File: config.mk
export PLATFORM = sky130hd
export DESIGN_NAME = trigger_level_controller_flat
export DESIGN_NICKNAME = d
export VERILOG_FILES = /design/src/rtl/trigger_level_controller_if.sv /design/src/rtl/trigger_level_controller.sv /design/src/flat_wrapper.sv
export SDC_FILE = /design/constraint.sdc
export NUM_CORES = 1
export LEC_CHECK = 0
export ABC_AREA = 1
export BUFFER_PORTS_ARGS = -buffer_cell sky130_fd_sc_hd__buf_2
export CELL_PAD_IN_SITES_DETAIL_PLACEMENT = 1
export CELL_PAD_IN_SITES_GLOBAL_PLACEMENT = 1
export CORE_AREA = 5 5 104 106
export DETAILED_ROUTE_END_ITERATION = 12
export DIE_AREA = 0 0 109 111
export GPL_TIMING_DRIVEN = 1
export PLACE_DENSITY = 0.87
export SLEW_MARGIN = 30
export SYNTH_ARGS = -nofsm -noshare
export SYNTH_HDL_FRONTEND = slang
export SYNTH_SLANG_ARGS = --single-unit
File: constraint.sdc
create_clock -name clock -period 4.3 [get_ports clock]
set_input_delay 0.43 -clock clock [delete_from_list [all_inputs] [get_ports clock]]
set_output_delay 0.43 -clock clock [all_outputs]
set_load 0.01 [all_outputs]
File: src/rtl/trigger_level_controller_if.sv
// Front-panel / display side bundle for the trigger level controller.
// Latency: none (signal bundle only).
// Backpressure: none; buttons and vsync are free-running levels, outputs are registered.
// Signals: btnUp/btnDown/btnCenter (debounced, clock-synchronous buttons), vsync (frame
//          timing), level (committed signed level), levelUpdated (change pulse),
//          atMin/atMax (target sits on a clamp limit).
interface trigger_level_controller_if #(
   parameter int DATA_IN_BITS = 12
);
   logic                           btnUp;
   logic                           btnDown;
   logic                           btnCenter;
   logic                           vsync;
   logic signed [DATA_IN_BITS-1:0] level;
   logic                           levelUpdated;
   logic                           atMin;
   logic                           atMax;

   // Panel / timing side: drives buttons and vsync, consumes the level.
   modport master (
      output btnUp, btnDown, btnCenter, vsync,
      input  level, levelUpdated, atMin, atMax
   );

   // Controller side.
   modport slave (
      input  btnUp, btnDown, btnCenter, vsync,
      output level, levelUpdated, atMin, atMax
   );
endinterface

File: src/rtl/trigger_level_controller.sv
// Steps a clamped trigger level from up/down/center buttons with hold auto-repeat and
// acceleration; commits it downstream only on a vsync rising edge.
// Latency: press sampled at edge t steps target at t+1; level follows target on the vsync
// edge; atMin/atMax lag target by one cycle. Backpressure: none.
// Ports: clock, reset_n (async active-low), bus (slave modport: buttons, vsync in;
//        level, levelUpdated, atMin, atMax out).
module trigger_level_controller #(
   parameter int DATA_IN_BITS  = 12,
   parameter int LEVEL_MIN     = -384,
   parameter int LEVEL_MAX     = 383,
   parameter int LEVEL_RESET   = 0,
   parameter int HOLD_DELAY    = 25_000_000,
   parameter int REPEAT_PERIOD = 5_000_000,
   parameter int FAST_AFTER    = 8,
   parameter int STEP_FAST     = 8
) (
   input logic                      clock,
   input logic                      reset_n,
   trigger_level_controller_if.slave bus
);

   // Target carries one guard bit so a step past a limit is seen before clamping.
   localparam int TW      = DATA_IN_BITS + 1;
   localparam int CNT_MAX = (HOLD_DELAY > REPEAT_PERIOD) ? HOLD_DELAY : REPEAT_PERIOD;
   localparam int CNT_W   = $clog2(CNT_MAX + 1);
   localparam int REP_W   = (FAST_AFTER < 1) ? 1 : $clog2(FAST_AFTER + 1);

   localparam logic signed [TW-1:0] MIN_T   = TW'(LEVEL_MIN);
   localparam logic signed [TW-1:0] MAX_T   = TW'(LEVEL_MAX);
   localparam logic signed [TW-1:0] RESET_T = TW'(LEVEL_RESET);
   localparam logic signed [TW-1:0] FAST_T  = TW'(STEP_FAST);
   localparam logic signed [TW-1:0] ONE_T   = TW'(1);

   localparam logic [CNT_W-1:0] HOLD_LAST = CNT_W'(HOLD_DELAY - 1);
   localparam logic [CNT_W-1:0] REP_LAST  = CNT_W'(REPEAT_PERIOD - 1);
   localparam logic [REP_W-1:0] FAST_N    = REP_W'(FAST_AFTER);

   typedef enum logic [1:0] {
      IDLE   = 2'd0,
      FIRST  = 2'd1,
      HOLD   = 2'd2,
      REPEAT = 2'd3
   } state_t;

   typedef enum logic [1:0] {
      DIR_NONE = 2'd0,
      DIR_UP   = 2'd1,
      DIR_DOWN = 2'd2
   } dir_t;

   state_t                  state, state_next;
   dir_t                    dir_lat, dir_lat_next;
   dir_t                    dir_now;
   logic [CNT_W-1:0]        cnt, cnt_next;
   logic [REP_W-1:0]        rep, rep_next;
   logic                    step_en;
   logic                    step_big;

   logic signed [TW-1:0]    target;
   logic signed [TW-1:0]    step_mag;
   logic signed [TW-1:0]    step_sum;
   logic signed [TW-1:0]    target_stepped;

   logic                    vsync_prev;
   logic                    vsync_rise;
   logic signed [DATA_IN_BITS-1:0] level_q;
   logic                    updated_q;
   logic                    at_min_q;
   logic                    at_max_q;

   // Both buttons together resolve to no direction, which also ends a hold.
   always_comb begin
      dir_now = DIR_NONE;
      if (bus.btnUp && !bus.btnDown) begin
         dir_now = DIR_UP;
      end else if (bus.btnDown && !bus.btnUp) begin
         dir_now = DIR_DOWN;
      end
   end

   // ---------------------------------------------------------------- FSM state register
   always_ff @(posedge clock or negedge reset_n) begin
      if (!reset_n) begin
         state   <= IDLE;
         dir_lat <= DIR_NONE;
         cnt     <= '0;
         rep     <= '0;
      end else begin
         state   <= state_next;
         dir_lat <= dir_lat_next;
         cnt     <= cnt_next;
         rep     <= rep_next;
      end
   end

   // ---------------------------------------------------------------- FSM next state / step
   always_comb begin
      state_next   = state;
      dir_lat_next = dir_lat;
      cnt_next     = cnt;
      rep_next     = rep;
      step_en      = 1'b0;
      step_big     = 1'b0;

      if (bus.btnCenter) begin
         state_next   = IDLE;
         dir_lat_next = DIR_NONE;
         cnt_next     = '0;
         rep_next     = '0;
      end else begin
         case (state)
            IDLE: begin
               if (dir_now != DIR_NONE) begin
                  state_next   = FIRST;
                  dir_lat_next = dir_now;
               end
            end

            // The first step is unconditional, so a one-cycle tap still moves one code.
            FIRST: begin
               step_en    = 1'b1;
               cnt_next   = '0;
               state_next = HOLD;
            end

            HOLD: begin
               if (dir_now != dir_lat) begin
                  state_next = IDLE;
                  cnt_next   = '0;
                  rep_next   = '0;
               end else if (cnt == HOLD_LAST) begin
                  // The hold-expiry step is the first slow repeat step, so it
                  // already counts towards FAST_AFTER.
                  step_en    = 1'b1;
                  cnt_next   = '0;
                  rep_next   = REP_W'(1);
                  state_next = REPEAT;
               end else begin
                  cnt_next = cnt + CNT_W'(1);
               end
            end

            REPEAT: begin
               if (dir_now != dir_lat) begin
                  state_next = IDLE;
                  cnt_next   = '0;
                  rep_next   = '0;
               end else if (cnt == REP_LAST) begin
                  step_en  = 1'b1;
                  cnt_next = '0;
                  if (rep >= FAST_N) begin
                     step_big = 1'b1;
                  end else begin
                     rep_next = rep + REP_W'(1);
                  end
               end else begin
                  cnt_next = cnt + CNT_W'(1);
               end
            end

            default: begin
               state_next = IDLE;
               cnt_next   = '0;
               rep_next   = '0;
            end
         endcase
      end
   end

   // ---------------------------------------------------------------- step + clamp
   always_comb begin
      step_mag = step_big ? FAST_T : ONE_T;
      step_sum = (dir_lat == DIR_DOWN) ? (target - step_mag) : (target + step_mag);
      if (step_sum > MAX_T) begin
         target_stepped = MAX_T;
      end else if (step_sum < MIN_T) begin
         target_stepped = MIN_T;
      end else begin
         target_stepped = step_sum;
      end
   end

   always_ff @(posedge clock or negedge reset_n) begin
      if (!reset_n) begin
         target <= RESET_T;
      end else if (bus.btnCenter) begin
         target <= RESET_T;
      end else if (step_en) begin
         target <= target_stepped;
      end
   end

   // ---------------------------------------------------------------- frame commit
   // The commit takes target as it stands before this edge, so a coinciding step
   // only shows up at the next frame boundary.
   assign vsync_rise = bus.vsync && !vsync_prev;

   always_ff @(posedge clock or negedge reset_n) begin
      if (!reset_n) begin
         vsync_prev <= 1'b0;
         level_q    <= RESET_T[DATA_IN_BITS-1:0];
         updated_q  <= 1'b0;
         at_min_q   <= (RESET_T == MIN_T);
         at_max_q   <= (RESET_T == MAX_T);
      end else begin
         vsync_prev <= bus.vsync;
         at_min_q   <= (target == MIN_T);
         at_max_q   <= (target == MAX_T);
         if (vsync_rise) begin
            level_q   <= target[DATA_IN_BITS-1:0];
            updated_q <= (target[DATA_IN_BITS-1:0] != level_q);
         end else begin
            updated_q <= 1'b0;
         end
      end
   end

   assign bus.level        = level_q;
   assign bus.levelUpdated = updated_q;
   assign bus.atMin        = at_min_q;
   assign bus.atMax        = at_max_q;

endmodule

File: src/flat_wrapper.sv
// flat-port wrapper written by rule: the top's interface ports become plain ports
module trigger_level_controller_flat 
#(
   parameter int DATA_IN_BITS  = 12,
   parameter int LEVEL_MIN     = -384,
   parameter int LEVEL_MAX     = 383,
   parameter int LEVEL_RESET   = 0,
   parameter int HOLD_DELAY    = 25_000_000,
   parameter int REPEAT_PERIOD = 5_000_000,
   parameter int FAST_AFTER    = 8,
   parameter int STEP_FAST     = 8
)
  (clock, reset_n, bus_btnUp, bus_btnDown, bus_btnCenter, bus_vsync, bus_level, bus_levelUpdated, bus_atMin, bus_atMax);
  trigger_level_controller_if #(.DATA_IN_BITS(DATA_IN_BITS)) bus_i ();
  input logic clock;
  input logic reset_n;
  input wire logic [$bits(bus_i.btnUp)-1:0] bus_btnUp;
  input wire logic [$bits(bus_i.btnDown)-1:0] bus_btnDown;
  input wire logic [$bits(bus_i.btnCenter)-1:0] bus_btnCenter;
  input wire logic [$bits(bus_i.vsync)-1:0] bus_vsync;
  output wire logic [$bits(bus_i.level)-1:0] bus_level;
  output wire logic [$bits(bus_i.levelUpdated)-1:0] bus_levelUpdated;
  output wire logic [$bits(bus_i.atMin)-1:0] bus_atMin;
  output wire logic [$bits(bus_i.atMax)-1:0] bus_atMax;
  assign bus_i.btnUp = bus_btnUp;
  assign bus_i.btnDown = bus_btnDown;
  assign bus_i.btnCenter = bus_btnCenter;
  assign bus_i.vsync = bus_vsync;
  assign bus_level = bus_i.level;
  assign bus_levelUpdated = bus_i.levelUpdated;
  assign bus_atMin = bus_i.atMin;
  assign bus_atMax = bus_i.atMax;
  trigger_level_controller #(.DATA_IN_BITS(DATA_IN_BITS), .LEVEL_MIN(LEVEL_MIN), .LEVEL_MAX(LEVEL_MAX), .LEVEL_RESET(LEVEL_RESET), .HOLD_DELAY(HOLD_DELAY), .REPEAT_PERIOD(REPEAT_PERIOD), .FAST_AFTER(FAST_AFTER), .STEP_FAST(STEP_FAST)) u_core (.clock(clock), .reset_n(reset_n), .bus(bus_i));
endmodule
==> results, run 1 <==
- The worst-case IR drop observed on VDD is between 0.15 and 0.2 mV.
- The signal on the critical path passes through nor3_1 > nand3_1 > nor3_1 > nand2_1 > nor2_1 > inv_1 > ha_1 > fa_1 > inv_1 > nand2_1 > nand2_1 > nand3_1 > nand2_1 > nand2_1 > nand3_1 > nand2_1 > nand2_1 > nand4_1 > ha_1 > inv_1 > nand3_1 > nand2_1 > nand2_1 > nand2_1.
- In this run the post-CTS setup repair buffer count came out at 0.
- The worst clock skew on the final layout is between 10 and 15 ps.
- The total of fill cells in the finished design is 1296.
- From left edge to right edge, the die measures between 100 and 150 µm.
- The clock sink count is between 60 and 70.
- For this run, the total global-route usage over all layers was measured as 21.5%.
- Hold timing on the final database bottoms out at a slack of around 43 ps.
- Counting distinct cell types in the post-synthesis netlist gives 34.
- The number of global-route vias before repair is between 4000 and 5000.
- The number of iterations in the first detailed-routing pass is 5.
- The setup path with the least slack is of type register to register.
- The number of synthesized flops with an enable pin is 0.
- The fraction of synthesized cell area in xor and xnor cells is slightly below 7%.
- The fraction of layout cells with a size suffix above 1 is approximately 9.7%.
- The max-slew violation count is 0.
- The critical path buffer and inverter count is 3.
- TritonCTS built the clock tree.
- The flip-flop cell with the highest count after synthesis is sky130_fd_sc_hd__dfrtp_1.
- During I/O placement, the number of pins put on the boundary was 21.
- After layout, the worst path uses around nine tenths of the clock period.
- The remaining design rule violation count is 0.
- The run finished with clean final reports.
- The final total negative setup slack is 0 ps.
- The maximum fanout along the worst path is 10.
- The dominant cell type by count on the critical path is sky130_fd_sc_hd__nand2_1.
- The detailed router finished its first iteration with between 150 and 200 violations.
- The proportion of synthesized chip area in sequential cells is a little over a third.
- STA classifies the critical path endpoint as a register.
- For the pin with the worst max-slew slack, the measured transition is 580 ps.
- The number of levels in the clock H-tree is 3.
- Setup violations remaining at the end of the flow were counted as 0.
- The adder-cell area share of the yosys netlist is 5.68%.
- For this run the aggregate overflow at the end of global routing stands at 0.
- The number of antenna-violating nets in the routed design is 0.
- The number of cell rows is 36.
- In the layout the commonest cells are sky130_fd_sc_hd__nand2_1, sky130_fd_sc_hd__inv_1, sky130_fd_sc_hd__dfrtp_1.
- In this design, the stage delay of the slowest critical-path cell is 510 ps.
- The largest net degree at the start of global routing is a little over 40.
- The last weighted congestion value of the routability-driven placer is 0.881.
- At the worst endpoint, the required time is roughly 4600 ps.
- After Yosys synthesis, and, or, nand and nor cells account for between 30% and 40% of the synthesized area.
- The overall die height is ~110 µm.
- The initial antenna violation count is 0.
- The clock-pin transition on the worst setup and hold timing paths is ~80 ps.
- Synthesis produced between 600 and 700 cells.
- The multi-input combinational cells in the finished layout cover a total of about 0.0023 mm².
- Max-cap violations in this run came to 0.
- The mux contribution to synthesized area is 0%.
- The standard cell core area is 0.00968 mm².
- Buffers inserted to repair hold after CTS numbered 0.
- The worst path in the final design needs a cycle of approximately 3800 ps, including I/O delays and setup.
- The via count is around 4200.
- No sink is reached through more buffers than the 2 on the longest clock path.
- 0 antenna diodes ended up in the layout.
- For the worst setup path, the data arrival time is slightly above 4000 ps.
- The static leakage is roughly 2.4 nW.
- In this run, synthesis produced a sequential element count of 62.
- The proportion of synthesized flip-flops having asynchronous set or reset is 100%.
- The kind of cell with the highest combined delay on the critical path is simple AND/OR/NAND/NOR gates.
- Setup repair after global routing left no endpoint under its margin.
- Across the whole layout, storage elements account for about 0.0016 mm².
- The combinational family with the most area after synthesis is simple AND/OR/NAND/NOR gates.
- The buffer cell driving the clock tree root is sky130_fd_sc_hd__clkbuf_8.
- The first global-routing pass estimated between 20000 and 25000 µm of wire.
- In this run the cell area of the synthesized design comes to ~0.0043 mm².
- During synthesis, Yosys emitted a total of 0 warnings.
- Summed over all layers, the routed wires come to 12300 µm.
- Using the TritonRoute via totals, the vias-per-cell ratio works out to between 5 and 6.
- The power per cell area is about 450 mW/mm².
- The detailed placement HPWL is 9220 µm.
- Timing would allow up to around 260 MHz.
- The final standard cell utilization of the core is 49.0%.
- The post-layout net count is 660.
- For this configuration, the core starts out at a cell density of between 40% and 50%.
- The cell at the slowest stage of the critical path is sky130_fd_sc_hd__dfrtp_1.
- Leaving out fill and tap cells, the most frequent cell in the layout is sky130_fd_sc_hd__nand2_1.
- The final count of hold timing violations was 0.
- The path type of the worst min-delay path is primary input to asynchronous set/reset pin.
- The worst-skew pair later-pin latency is about 360 ps.
- STA classifies the critical path startpoint as a register.
- The count of instances resized after the clock tree is built is 0.
- After detailed routing, the average wire length per cell comes to approximately 16 µm.
- The average instance in the mapped netlist occupies approximately 7.0 µm².
- The relative slew slack is 61.3%.
- The compound-cell area share of the yosys netlist is around 7.0%.
- The number of nets in the synthesized netlist is about 640.
- Port buffering added 20 buffers.
- The floorplan step defined a die boundary enclosing 0.0121 mm².
- The number of CTS-inserted buffers is 9.
- The area growth from synthesis to final layout is 9.89%.
-- synthesized netlist by cell type (2+ instances only) --
cell type	count	share of area (%)
sky130_fd_sc_hd__a21oi_1	11	1.3
sky130_fd_sc_hd__buf_2	2	0.23
sky130_fd_sc_hd__buf_4	2	0.35
sky130_fd_sc_hd__buf_6	3	0.78
sky130_fd_sc_hd__clkbuf_1	3	0.26
sky130_fd_sc_hd__dfrtp_1	62	36
sky130_fd_sc_hd__ha_1	18	5.2
sky130_fd_sc_hd__inv_1	85	7.4
sky130_fd_sc_hd__inv_2	4	0.35
sky130_fd_sc_hd__nand2_1	186	16
sky130_fd_sc_hd__nand2_2	8	1.2
sky130_fd_sc_hd__nand3_1	42	4.9
sky130_fd_sc_hd__nand4_1	24	3.5
sky130_fd_sc_hd__nor2_1	45	3.9
sky130_fd_sc_hd__nor2_2	5	0.73
sky130_fd_sc_hd__nor3_1	12	1.4
sky130_fd_sc_hd__nor4_1	9	1.3
sky130_fd_sc_hd__o21ai_0	26	3.0
sky130_fd_sc_hd__o21ai_1	3	0.35
sky130_fd_sc_hd__o22ai_1	12	1.7
sky130_fd_sc_hd__or2_2	6	0.87
sky130_fd_sc_hd__xnor2_1	17	3.5
sky130_fd_sc_hd__xor2_1	17	3.5
-- area by class of cell --
| cell class | count | area share (%) |
|---|---|---|
| multi-input combinational | 450 | 49.5 |
| sequential | 62 | 32.7 |
| inverter | 91 | 7.26 |
| tap | 133 | 3.51 |
| clock buffer | 11 | 2.98 |
| timing repair buffer | 21 | 2.27 |
| clock inverter | 5 | 1.72 |
-- flip-flops by register name, indices dropped and copies added, names as in the netlist --
register / flops
u_core.vsync_prev: 1
u_core.target: 13
u_core.rep: 4
u_core.cnt: 25
u_core.state: 2
u_core.dir_lat: 2
u_core.bus.atMax: 1
u_core.bus.levelUpdated: 1
u_core.bus.atMin: 1
u_core.bus.level: 12
-- kinds of logic (layout without fill, tap and decap cells) --
group	count (synthesis)	after routing
AOI/OAI and AO/OA	55	55
xor gates and xnor gates	34	34
buffers and inverters	101	128
DFF	62	62
adders and majority gates	19	19
and+or+nand+nor	342	342
-- power breakdown --
| group | internal (mW) | switching (mW) |
|---|---|---|
| clock | 0.344 | 0.259 |
| combinational | 0.260 | 0.493 |
| sequential | 0.666 | 0.116 |
| total | 1.27 | 0.867 |
-- metrics by stage --
step / instance area (µm²) / setup WS [ps] / total power [mW] / instances
6_report: 4740 / 476 / 2.14 / 773
5_1_grt: 4740 / 29.7 / 2.28 / 773
4_1_cts: 4740 / 480 / 2.15 / 773
3_5_place_dp: 4520 / 236 / 1.54 / 757
3_3_place_gp: 4520 / 498 / 1.50 / 757
2_1_floorplan: 4310 / 840 / 1.31 / 613
-- routing by layer --
metal	GRT usage, %	up-vias	share of wire (%)
met1	25.0	2035	43
li1	-	2018	-
met5	0	-	0
met3	3.79	37	2.6
met2	37.8	64	52
met4	9.34	0	3.1
-- path summary, 6_finish.rpt --
check	startpoint	endpoint	slack [ps]	depth (start not counted)
min	reset_n	u_core.bus.levelUpdated$_DFF_PN0_	40	1
min reg2reg	u_core.target[12]$_DFFE_PN0P_	u_core.bus.atMax$_DFF_PN0_	480	1
min in group clock	bus_vsync	u_core.vsync_prev$_DFF_PN0_	190	1
max in group asynchronous	reset_n	u_core.dir_lat[1]$_DFFE_PN0P_	3310	2
max reg2reg	u_core.cnt[17]$_DFFE_PN0P_	u_core.target[4]$_DFFE_PN0P_	480	24
max	u_core.cnt[17]$_DFFE_PN0P_	u_core.target[4]$_DFFE_PN0P_	480	24
Note: power is estimated with default switching activity, not from simulation.
==> inputs of run 2 (changes only) <==
--- a/config.mk
+++ b/config.mk
@@ -14,6 +14,7 @@
 export DIE_AREA = 0 0 109 111
 export GPL_TIMING_DRIVEN = 1
 export PLACE_DENSITY = 0.87
+export REMOVE_ABC_BUFFERS = 1
 export SLEW_MARGIN = 30
 export SYNTH_ARGS = -nofsm -noshare
 export SYNTH_HDL_FRONTEND = slang
==> run 2 against run 1 <==
Net effect:
- register-to-register slack worse by 80 ps
- clock-buffer cell count down 2
- flip-flop and latch count unchanged
- sequential share of layout area up 0.15 points
- global-route usage up 0.38 points
- power down 2.9%
- critical endpoint is now u_core.target[6]$_DFFE_PN0P_
- largest cell class unchanged
==> results, run 2 (synthesis gave the netlist of run 1 again) <==
- The run finished with clean final reports.
- The analysis attributes to cell leakage a power of roughly 2.3 nW.
- Detailed routing inserted a total of 4136 vias.
- The number of iterations in the first detailed-routing pass is 4.
- The count of maximum capacitance violations is 0.
- In the layout the commonest cells are sky130_fd_sc_hd__nand2_1, sky130_fd_sc_hd__inv_1, sky130_fd_sc_hd__dfrtp_1.
- The worst setup path is launched from a register.
- The share of power burned in the clock network is between 20% and 30%.
- After routing the design area is between 0.004 and 0.005 mm².
- The final count of hold timing violations is 0.
- The core region is about 0.0097 mm².
- Dividing the final minimum period by the clock period gives 90.8%.
- The placed instances occupy a cell area of between 0.004 and 0.005 mm².
- The clock-pin transition on the worst setup and hold timing paths is approximately 80 ps.
- The path type of the worst min-delay path is primary input to asynchronous set/reset pin.
- The H-tree generated during clock tree synthesis spans 3 levels.
- Global routing finished with a remaining overflow of 0.
- Once layout is complete, the utilization of the core stands at between 40% and 50%.
- The share of total power consumed by net switching is 42.2%.
- The least setup slack across all paths after layout is just under 400 ps.
- Clock tree synthesis found a total of between 60 and 70 sinks.
- IR analysis of the VDD net gives a maximum drop of 0.264 mV.
- The global-route wire length before repair is between 20000 and 25000 µm.
- Headroom to the max-slew limit came out at between 60% and 70%.
- Prior to clock tree synthesis, the placed netlist has a worst setup slack of slightly below 200 ps.
- The area growth from synthesis to final layout is 9.40%.
- The last weighted congestion value of the routability-driven placer is 0.901.
- By startpoint and endpoint, the worst setup path is classified as register to register.
- 21 I/O pins were placed.
- The detailed placement HPWL is around 9400 µm.
- The wire length per cell is around 16 µm.
- The proportion of power drawn by flip-flops and latches is 37.6%.
- The overall track demand over capacity in global routing is between 20 and 25%.
- Of all nets on the critical path, the largest fanout is 10.
- The initial antenna violation count is 0.
- The number of cell rows is 36.
- The register with the most flip-flops in the final layout is u_core.cnt.
- The kind of end point of the critical path is a register.
- For the final routed database, the setup TNS stands at 0 ps.
- The vias per cell is between 5 and 6.
- The final-layout worst hold slack is 55.6 ps.
- In this run the register-to-register setup slack is approximately 400 ps.
- The number of global-route vias before repair is approximately 4400.
- The die covers approximately 0.012 mm².
- The worst endpoint required time is 4590 ps.
- The worst path in the final design needs a cycle of 3900 ps, including I/O delays and setup.
- The remaining design rule violation count is 0.
- In this run, the combinational gates consume 36.2% of the power.
- The endpoint identified for the worst register-to-register timing path is u_core.target[6]$_DFFE_PN0P_.
- The number of port buffers is 20.
- The number of failing setup endpoints in the final timing report is 0.
- At the end of the flow, the number of nets in the layout was between 600 and 700.
- The count of nets left with antenna violations once routing finished came out at 0.
- The die is 109 µm wide.
- The detailed-route wire length is roughly 12000 µm.
- The maximum root-to-sink buffer count is 2.
- For this configuration, the core starts out at a cell density of 44.5%.
- Setup repair after global routing left no endpoint under its margin.
- In this run the critical register-to-register path is launched from u_core.cnt[17]$_DFFE_PN0P_.
- The layout has roughly 1300 filler cells.
- The register with the most flip-flops in the layout has 25 of them.
- The fraction of layout cells with a size suffix above 1 is approximately 10%.
- The power per cell area is 440 mW/mm².
- Clock skew on the completed layout was measured at 12.3 ps.
- In this run the vertical extent of the chip is about 110 µm.
- The fmax is ~260 MHz.
- The worst-skew pair later-pin latency is ~350 ps.
- The max-slew violation count came to 0.
- At the pin with the least slew margin, the transition time is around 600 ps.
- Post-CTS timing repair inserted 0 buffers for setup.
- The tree is rooted in a sky130_fd_sc_hd__clkbuf_8.
- The most frequent standard cell in the layout excluding fill and tap cells is sky130_fd_sc_hd__nand2_1.
- The internal power of the cells totals 1.20 mW.
- The repair_antennas step left the layout with diodes totalling 0.
- The TritonCTS clock tree is done.
- At the worst endpoint, the arrival time is 4190 ps.
- The number of DRC violations after detailed-routing iteration 0 is approximately 130.
- Entering global routing, the biggest net connects 40 pins.
- For this design, the CTS-stage hold fixing added 0 buffers.
- Buffers inserted during clock tree synthesis total 9.
- For the worst flop-to-flop path, the logic depth is 23.
- The switching power of the nets is just under 0.9 mW.
## run 2: through the flow
| step | power, mW | instances |
|---|---|---|
| after floorplan | 1.28 | 603 |
| after global placement | 1.50 | 757 |
| after detailed placement | 1.55 | 757 |
| after CTS | 2.10 | 773 |
| after global routing | 2.23 | 773 |
| final | 2.07 | 773 |
## run 2: per-layer routing
layer  GRT usage (%)  vias to the layer above  share of wire, %
met5               0                        -                 0
li1                -                     2021                 -
met4            7.74                        0               2.7
met3            2.74                       28               2.4
met2            38.6                       59                52
met1            26.8                     2028                43
## run 2: layout make-up
class                   instances  area (µm²)  share of cell area, %
clock buffers                   9         124                   2.62
clock inverters                 7        77.6                   1.64
inverters                      91         344                   7.29
multi-input cells             450        2350                   49.8
flip-flops and latches         62        1550                   32.9
well taps                     133         166                   3.53
repair buffers                 21         108                   2.28
## run 2: power groups by stage
stage          combinational (mW)  clock, mW  sequential [mW]
6_report                    0.752      0.544            0.779
5_1_grt                     0.852      0.584            0.794
4_1_cts                     0.763      0.558            0.782
3_5_place_dp                0.754          0            0.793
3_3_place_gp                0.715          0            0.787
2_1_floorplan               0.508          0            0.772
## run 2: how the worst max path moves through the flow
stage	start	end	slack [ps]	cells past startpoint
finish	u_core.cnt[17]$_DFFE_PN0P_	u_core.target[6]$_DFFE_PN0P_	400	23
global route	u_core.cnt[0]$_DFFE_PN0P_	u_core.target[6]$_DFFE_PN0P_	10	25
CTS	u_core.cnt[0]$_DFFE_PN0P_	u_core.target[8]$_DFFE_PN0P_	360	26
detailed placement	bus_btnDown	u_core.target[8]$_DFFE_PN0P_	190	27
global placement	bus_btnDown	u_core.target[8]$_DFFE_PN0P_	490	27
floorplan	bus_btnDown	u_core.target[0]$_DFFE_PN0P_	830	25
## run 2: what timing repair did
action                     CTS  global route
setup endpoints to repair    0             2
hold endpoints to repair     0             0
resized for setup            0             1
## run 2: critical path, stage by stage, from the launching register on
cell,delay [ps]
sky130_fd_sc_hd__dfrtp_1,530
sky130_fd_sc_hd__nor3_1,290
sky130_fd_sc_hd__nand3_1,100
sky130_fd_sc_hd__nor3_1,200
sky130_fd_sc_hd__nand2_1,110
sky130_fd_sc_hd__nor2_1,180
sky130_fd_sc_hd__inv_1,60
sky130_fd_sc_hd__ha_1,210
sky130_fd_sc_hd__fa_1,380
sky130_fd_sc_hd__inv_1,160
sky130_fd_sc_hd__nand2_1,90
sky130_fd_sc_hd__nand2_1,70
sky130_fd_sc_hd__nand3_1,90
sky130_fd_sc_hd__nand2_1,100
sky130_fd_sc_hd__nand2_1,70
sky130_fd_sc_hd__nand3_1,70
sky130_fd_sc_hd__nand2_1,50
sky130_fd_sc_hd__nand2_1,80
sky130_fd_sc_hd__nand4_1,110
sky130_fd_sc_hd__ha_1,380
sky130_fd_sc_hd__or2_2,330
sky130_fd_sc_hd__nand2_1,80
sky130_fd_sc_hd__nand2_1,50
sky130_fd_sc_hd__nand2_1,50
==> inputs of run 3 (changes only) <==
--- a/config.mk
+++ b/config.mk
@@ -5,15 +5,15 @@
 export SDC_FILE = /design/constraint.sdc
 export NUM_CORES = 1
 export LEC_CHECK = 0
-export ABC_AREA = 1
 export BUFFER_PORTS_ARGS = -buffer_cell sky130_fd_sc_hd__buf_2
 export CELL_PAD_IN_SITES_DETAIL_PLACEMENT = 1
 export CELL_PAD_IN_SITES_GLOBAL_PLACEMENT = 1
-export CORE_AREA = 5 5 104 106
+export CORE_AREA = 5 5 98 100
+export CTS_BUF_LIST = sky130_fd_sc_hd__clkbuf_4 sky130_fd_sc_hd__clkbuf_8
 export DETAILED_ROUTE_END_ITERATION = 12
-export DIE_AREA = 0 0 109 111
+export DIE_AREA = 0 0 103 105
 export GPL_TIMING_DRIVEN = 1
-export PLACE_DENSITY = 0.87
+export PLACE_DENSITY = 0.89
 export REMOVE_ABC_BUFFERS = 1
 export SLEW_MARGIN = 30
 export SYNTH_ARGS = -nofsm -noshare
==> run 3 against run 2 <==
Net effect:
- the run now ends with setup timing left
- power up 16%
- utilization grew 15 points
- clock skew is 0.92 ps higher
- hold slack improved by 40 ps
- critical endpoint is now u_core.target[0]$_DFFE_PN0P_
==> results, run 3 <==
- The critical path data arrival time is about 4800 ps.
- Measured on the finished design, the core utilization comes to 63.5%.
- The share of power burned in the clock network is about 23%.
- The H-tree was split into 3 levels.
- VDD sags by at most ~0.24 mV.
- The initial antenna violation count is 0.
- The fmax is around 220 MHz.
- The mapped netlist covers roughly 0.0041 mm².
- The floorplan has 34 rows.
- For this run, global-route usage on met1 was measured as roughly 36%.
- The first global-routing pass estimated 25400 µm of wire.
- The internal power is approximately 1.4 mW.
- For the pin with the worst max-slew slack, the measured transition is ~910 ps.
- After detailed routing, the number of vias per cell comes to ~6.8.
- The overall die height is between 100 and 150 µm.
- The worst endpoint required time is approximately 4600 ps.
- Dividing total power by cell area gives a power density of 442 mW/mm².
- Before CTS, the worst setup slack after placement is -949 ps.
- The average instance in the mapped netlist occupies 9.03 µm².
- The routed design has 17900 µm of wire.
- The number of buffers inserted by hold repair at cts is 0.
- The max-slew violation count is 0.
- The launching instance or port of the critical path is u_core.cnt[0]$_DFFE_PN0P_.
- The type of element launching the critical path is a register.
- The last weighted congestion value of the routability-driven placer is slightly below 1.
- The post-layout minimum cycle time is around 4500 ps.
- The top cell types in the final layout, fill and taps aside, are sky130_fd_sc_hd__buf_4, sky130_fd_sc_hd__dfrtp_1, sky130_fd_sc_hd__nand2_1.
- The worst clock skew on the final layout is between 10 and 15 ps.
- The most frequent standard cell in the layout excluding fill and tap cells is sky130_fd_sc_hd__buf_4.
- The clock sink count is between 60 and 70.
- Sorting the synthesized cells by how often they occur yields sky130_fd_sc_hd__dfrtp_1, sky130_fd_sc_hd__nand2_1, sky130_fd_sc_hd__nor2_1.
- CTS placed an instance of sky130_fd_sc_hd__clkbuf_8 at the clock tree root.
- The final layout contains ~570 nets.
- The min-delay analysis places its worst path in the category primary input to asynchronous set/reset pin.
- The number of DRC violations after detailed-routing iteration 0 is between 400 and 500.
- The checks that failed: setup timing.
- The remaining design rule violation count is 0.
- The layer flagged by global routing as most heavily used is met2.
- The met2 track demand over resource is about half.
- Yosys mapped the design onto 67 distinct sky130hd cell types.
- Including well taps, the total number of placed cells is 628.
- The overall track demand over capacity in global routing is 30.2%.
- The least setup slack across all paths after layout is -213 ps.
- The maximum fanout along the worst path is 4.
- Sequential cells burn 33.2% of the power.
- Entering global routing, the biggest net connects 47 pins.
- The wire length per cell is ~27 µm.
- The worst-skew pair later-pin latency is approximately 370 ps.
- The count of state elements after synthesis is slightly above 60.
- The number of antenna-violating nets in the routed design is 0.
- The share of total power consumed by net switching is 42.4%.
- The number of global-route vias before repair is 4692.
- The proportion of synthesized flip-flops having asynchronous set or reset is between 90% and 100%.
- The repair_antennas step left the layout with diodes totalling 0.
- The met3 demand-to-capacity share in global routing is 7.26%.
- The total of fill cells in the finished design is 968.
- Yosys printed 0 warnings.
- In this run the static leakage power is between 2 and 2.5 nW.
- The final count of hold timing violations came to 0.
- After the flow finishes, the layout carries non-filler instances totaling 660.
- In this run the horizontal extent of the chip is between 100 and 150 µm.
- In this run, synthesis inferred 0 flip-flops with an integrated enable.
- The worst pin sits at a relative slew slack of roughly two fifths.
- The standard cell core area is between 0.008 and 0.009 mm².
- The count of maximum capacitance violations is 0.
- For this design the total switching power over the nets is around 1 mW.
- Input and output buffers added on the ports amount to 20.
- The register with the most flip-flops in the layout has 25 of them.
- The setup slack of the worst register-to-register path is -210 ps.
- The full die area is roughly 0.011 mm².
- The startpoint of the lowest-slack register-to-register path is u_core.cnt[0]$_DFFE_PN0P_.
- The top-level port count is 21.
- Per report_power, the combinational group accounts for 44.0% of the total.
- The detailed placement HPWL is around 9600 µm.
- Among all flip-flop cells after synthesis, the most frequent one is sky130_fd_sc_hd__dfrtp_1.
- The area growth from synthesis to final layout is 31.7%.
- The final critical path takes up 105% of the cycle.
- TritonCTS built the clock tree.
- The most instantiated library cell after synthesis is sky130_fd_sc_hd__dfrtp_1.
- The register name with the most flops is u_core.cnt.
- The kind of critical path is register to register.
- The number of CTS-inserted buffers is 9.
- Summed over all layers, the global routing overflow is 0.
- The kind of end point of the critical path is a register.
- The number of failing setup endpoints in the final timing report is 10.
- The proportion of synthesized chip area in sequential cells is a little under two fifths.
- The clock-pin transition on the worst setup and hold timing paths is ~80 ps.
- The post-synthesis instance total is between 400 and 500.
- Setup repair after global routing could not meet its margin everywhere.
- The cell type with the highest aggregate area in the netlist is sky130_fd_sc_hd__dfrtp_1.
- Cells with a size suffix above 1 make up between 30% and 40% of the layout.
- The run finished, with violations left.
- After synthesis, the largest area contributor takes up 37.5% of total cell area.
- The initial cell density of the core is ~48%.
- After synthesis, the cell types taking the most area are sky130_fd_sc_hd__dfrtp_1, sky130_fd_sc_hd__ha_1, sky130_fd_sc_hd__nand2_1.
- Detailed routing inserted a total of 4498 vias.
- For this run, the detailed router's first-pass iteration total came to 5.
- The maximum root-to-sink buffer count is 2.
-- run 3: cell types whose count changed in the layout (fill, tap and decap cells not counted), sizes merged, moves of 9 or more --
cell,previous run,this run
buf,21,100
inv,94,23
o22ai,12,1
a21oi,11,20
nand2,194,35
xnor2,17,7
o31ai,1,14
nand4,24,11
nand3,42,19
mux2,0,10
nor2,51,26
o21ai,29,50
-- run 3: power by group through the flow --
stage	logic (mW)	registers [mW]	clock network (mW)
3_3_place_gp	0.708	0.778	0
4_1_cts	0.891	0.782	0.534
2_1_floorplan	0.448	0.776	0
3_5_place_dp	0.760	0.789	0
6_report	1.06	0.800	0.549
5_1_grt	1.11	0.808	0.569
-- run 3: kinds of logic after synthesis --
family                   Yosys count  synth area share, %
AO/OA/AOI/OAI                    133                 22.2
XOR/XNOR                          20                 4.23
adder cells (fa/ha/maj)           19                 5.92
buffers and inverters             45                 4.68
flip-flops                        62                 37.5
multiplexers                      12                 3.20
AND/OR/NAND/NOR                  168                 22.4
-- run 3: worst paths after layout --
kind,cells past startpoint,end
setup / recovery,19,u_core.target[0]$_DFFE_PN0P_
hold / removal,1,u_core.cnt[17]$_DFFE_PN0P_
setup reg to reg,19,u_core.target[0]$_DFFE_PN0P_
hold reg to reg,1,u_core.rep[2]$_DFFE_PN0P_
max in group asynchronous,2,u_core.bus.level[2]$_DFFE_PN0P_
min in group clock,1,u_core.vsync_prev$_DFF_PN0_
-- run 3: critical path, stage by stage (launching register included) --
cell	delay [ps]
sky130_fd_sc_hd__dfrtp_1	380
sky130_fd_sc_hd__ha_1	200
sky130_fd_sc_hd__and3_4	230
sky130_fd_sc_hd__and2_4	190
sky130_fd_sc_hd__nand3_4	110
sky130_fd_sc_hd__nor3_4	180
sky130_fd_sc_hd__buf_6	130
sky130_fd_sc_hd__nor2_4	30
sky130_fd_sc_hd__ha_4	250
sky130_fd_sc_hd__and2_4	150
sky130_fd_sc_hd__a221oi_4	380
sky130_fd_sc_hd__a21oi_4	120
sky130_fd_sc_hd__or4_4	470
sky130_fd_sc_hd__nand3_4	100
sky130_fd_sc_hd__o21ai_1	70
sky130_fd_sc_hd__or4_4	440
sky130_fd_sc_hd__ha_4	290
sky130_fd_sc_hd__or2_4	270
sky130_fd_sc_hd__or3_1	320
sky130_fd_sc_hd__o211ai_1	100
-- run 3: stage by stage --
stage	hold WS [ps]	power, mW	setup TNS (ps)	instance area (µm²)
3_3_place_gp	462	1.49	-4920	4750
3_5_place_dp	462	1.55	-10320	4750
5_1_grt	148	2.49	-2350	5460
2_1_floorplan	134	1.22	-4250	4030
6_report	95.3	2.41	-1240	5460
4_1_cts	113	2.21	-282	5170
-- run 3: area by class of cell --
| type | instances | area (µm²) | area share (%) |
|---|---|---|---|
| clock buffers | 9 | 124 | 2.27 |
| clock inverters | 7 | 73.8 | 1.35 |
| inverters | 22 | 82.6 | 1.51 |
| multi-input cells | 352 | 2760 | 50.6 |
| flip-flops and latches | 62 | 1550 | 28.4 |
| well taps | 108 | 135 | 2.48 |
| repair buffers | 100 | 731 | 13.4 |
-- run 3: what timing repair did --
item	4_1_cts	5_1_grt
endpoints found under the setup margin	13	13
setup buffers	8	9
resized for setup	33	41
pin swaps	15	16
gates cloned	1	0
hold endpoints to repair	0	0
-- run 3: layer usage --
layer	up-vias	share of wire, %
met5	-	0
met4	0	5.4
met3	91	6.6
met2	278	50
met1	2240	38
li1	1889	-
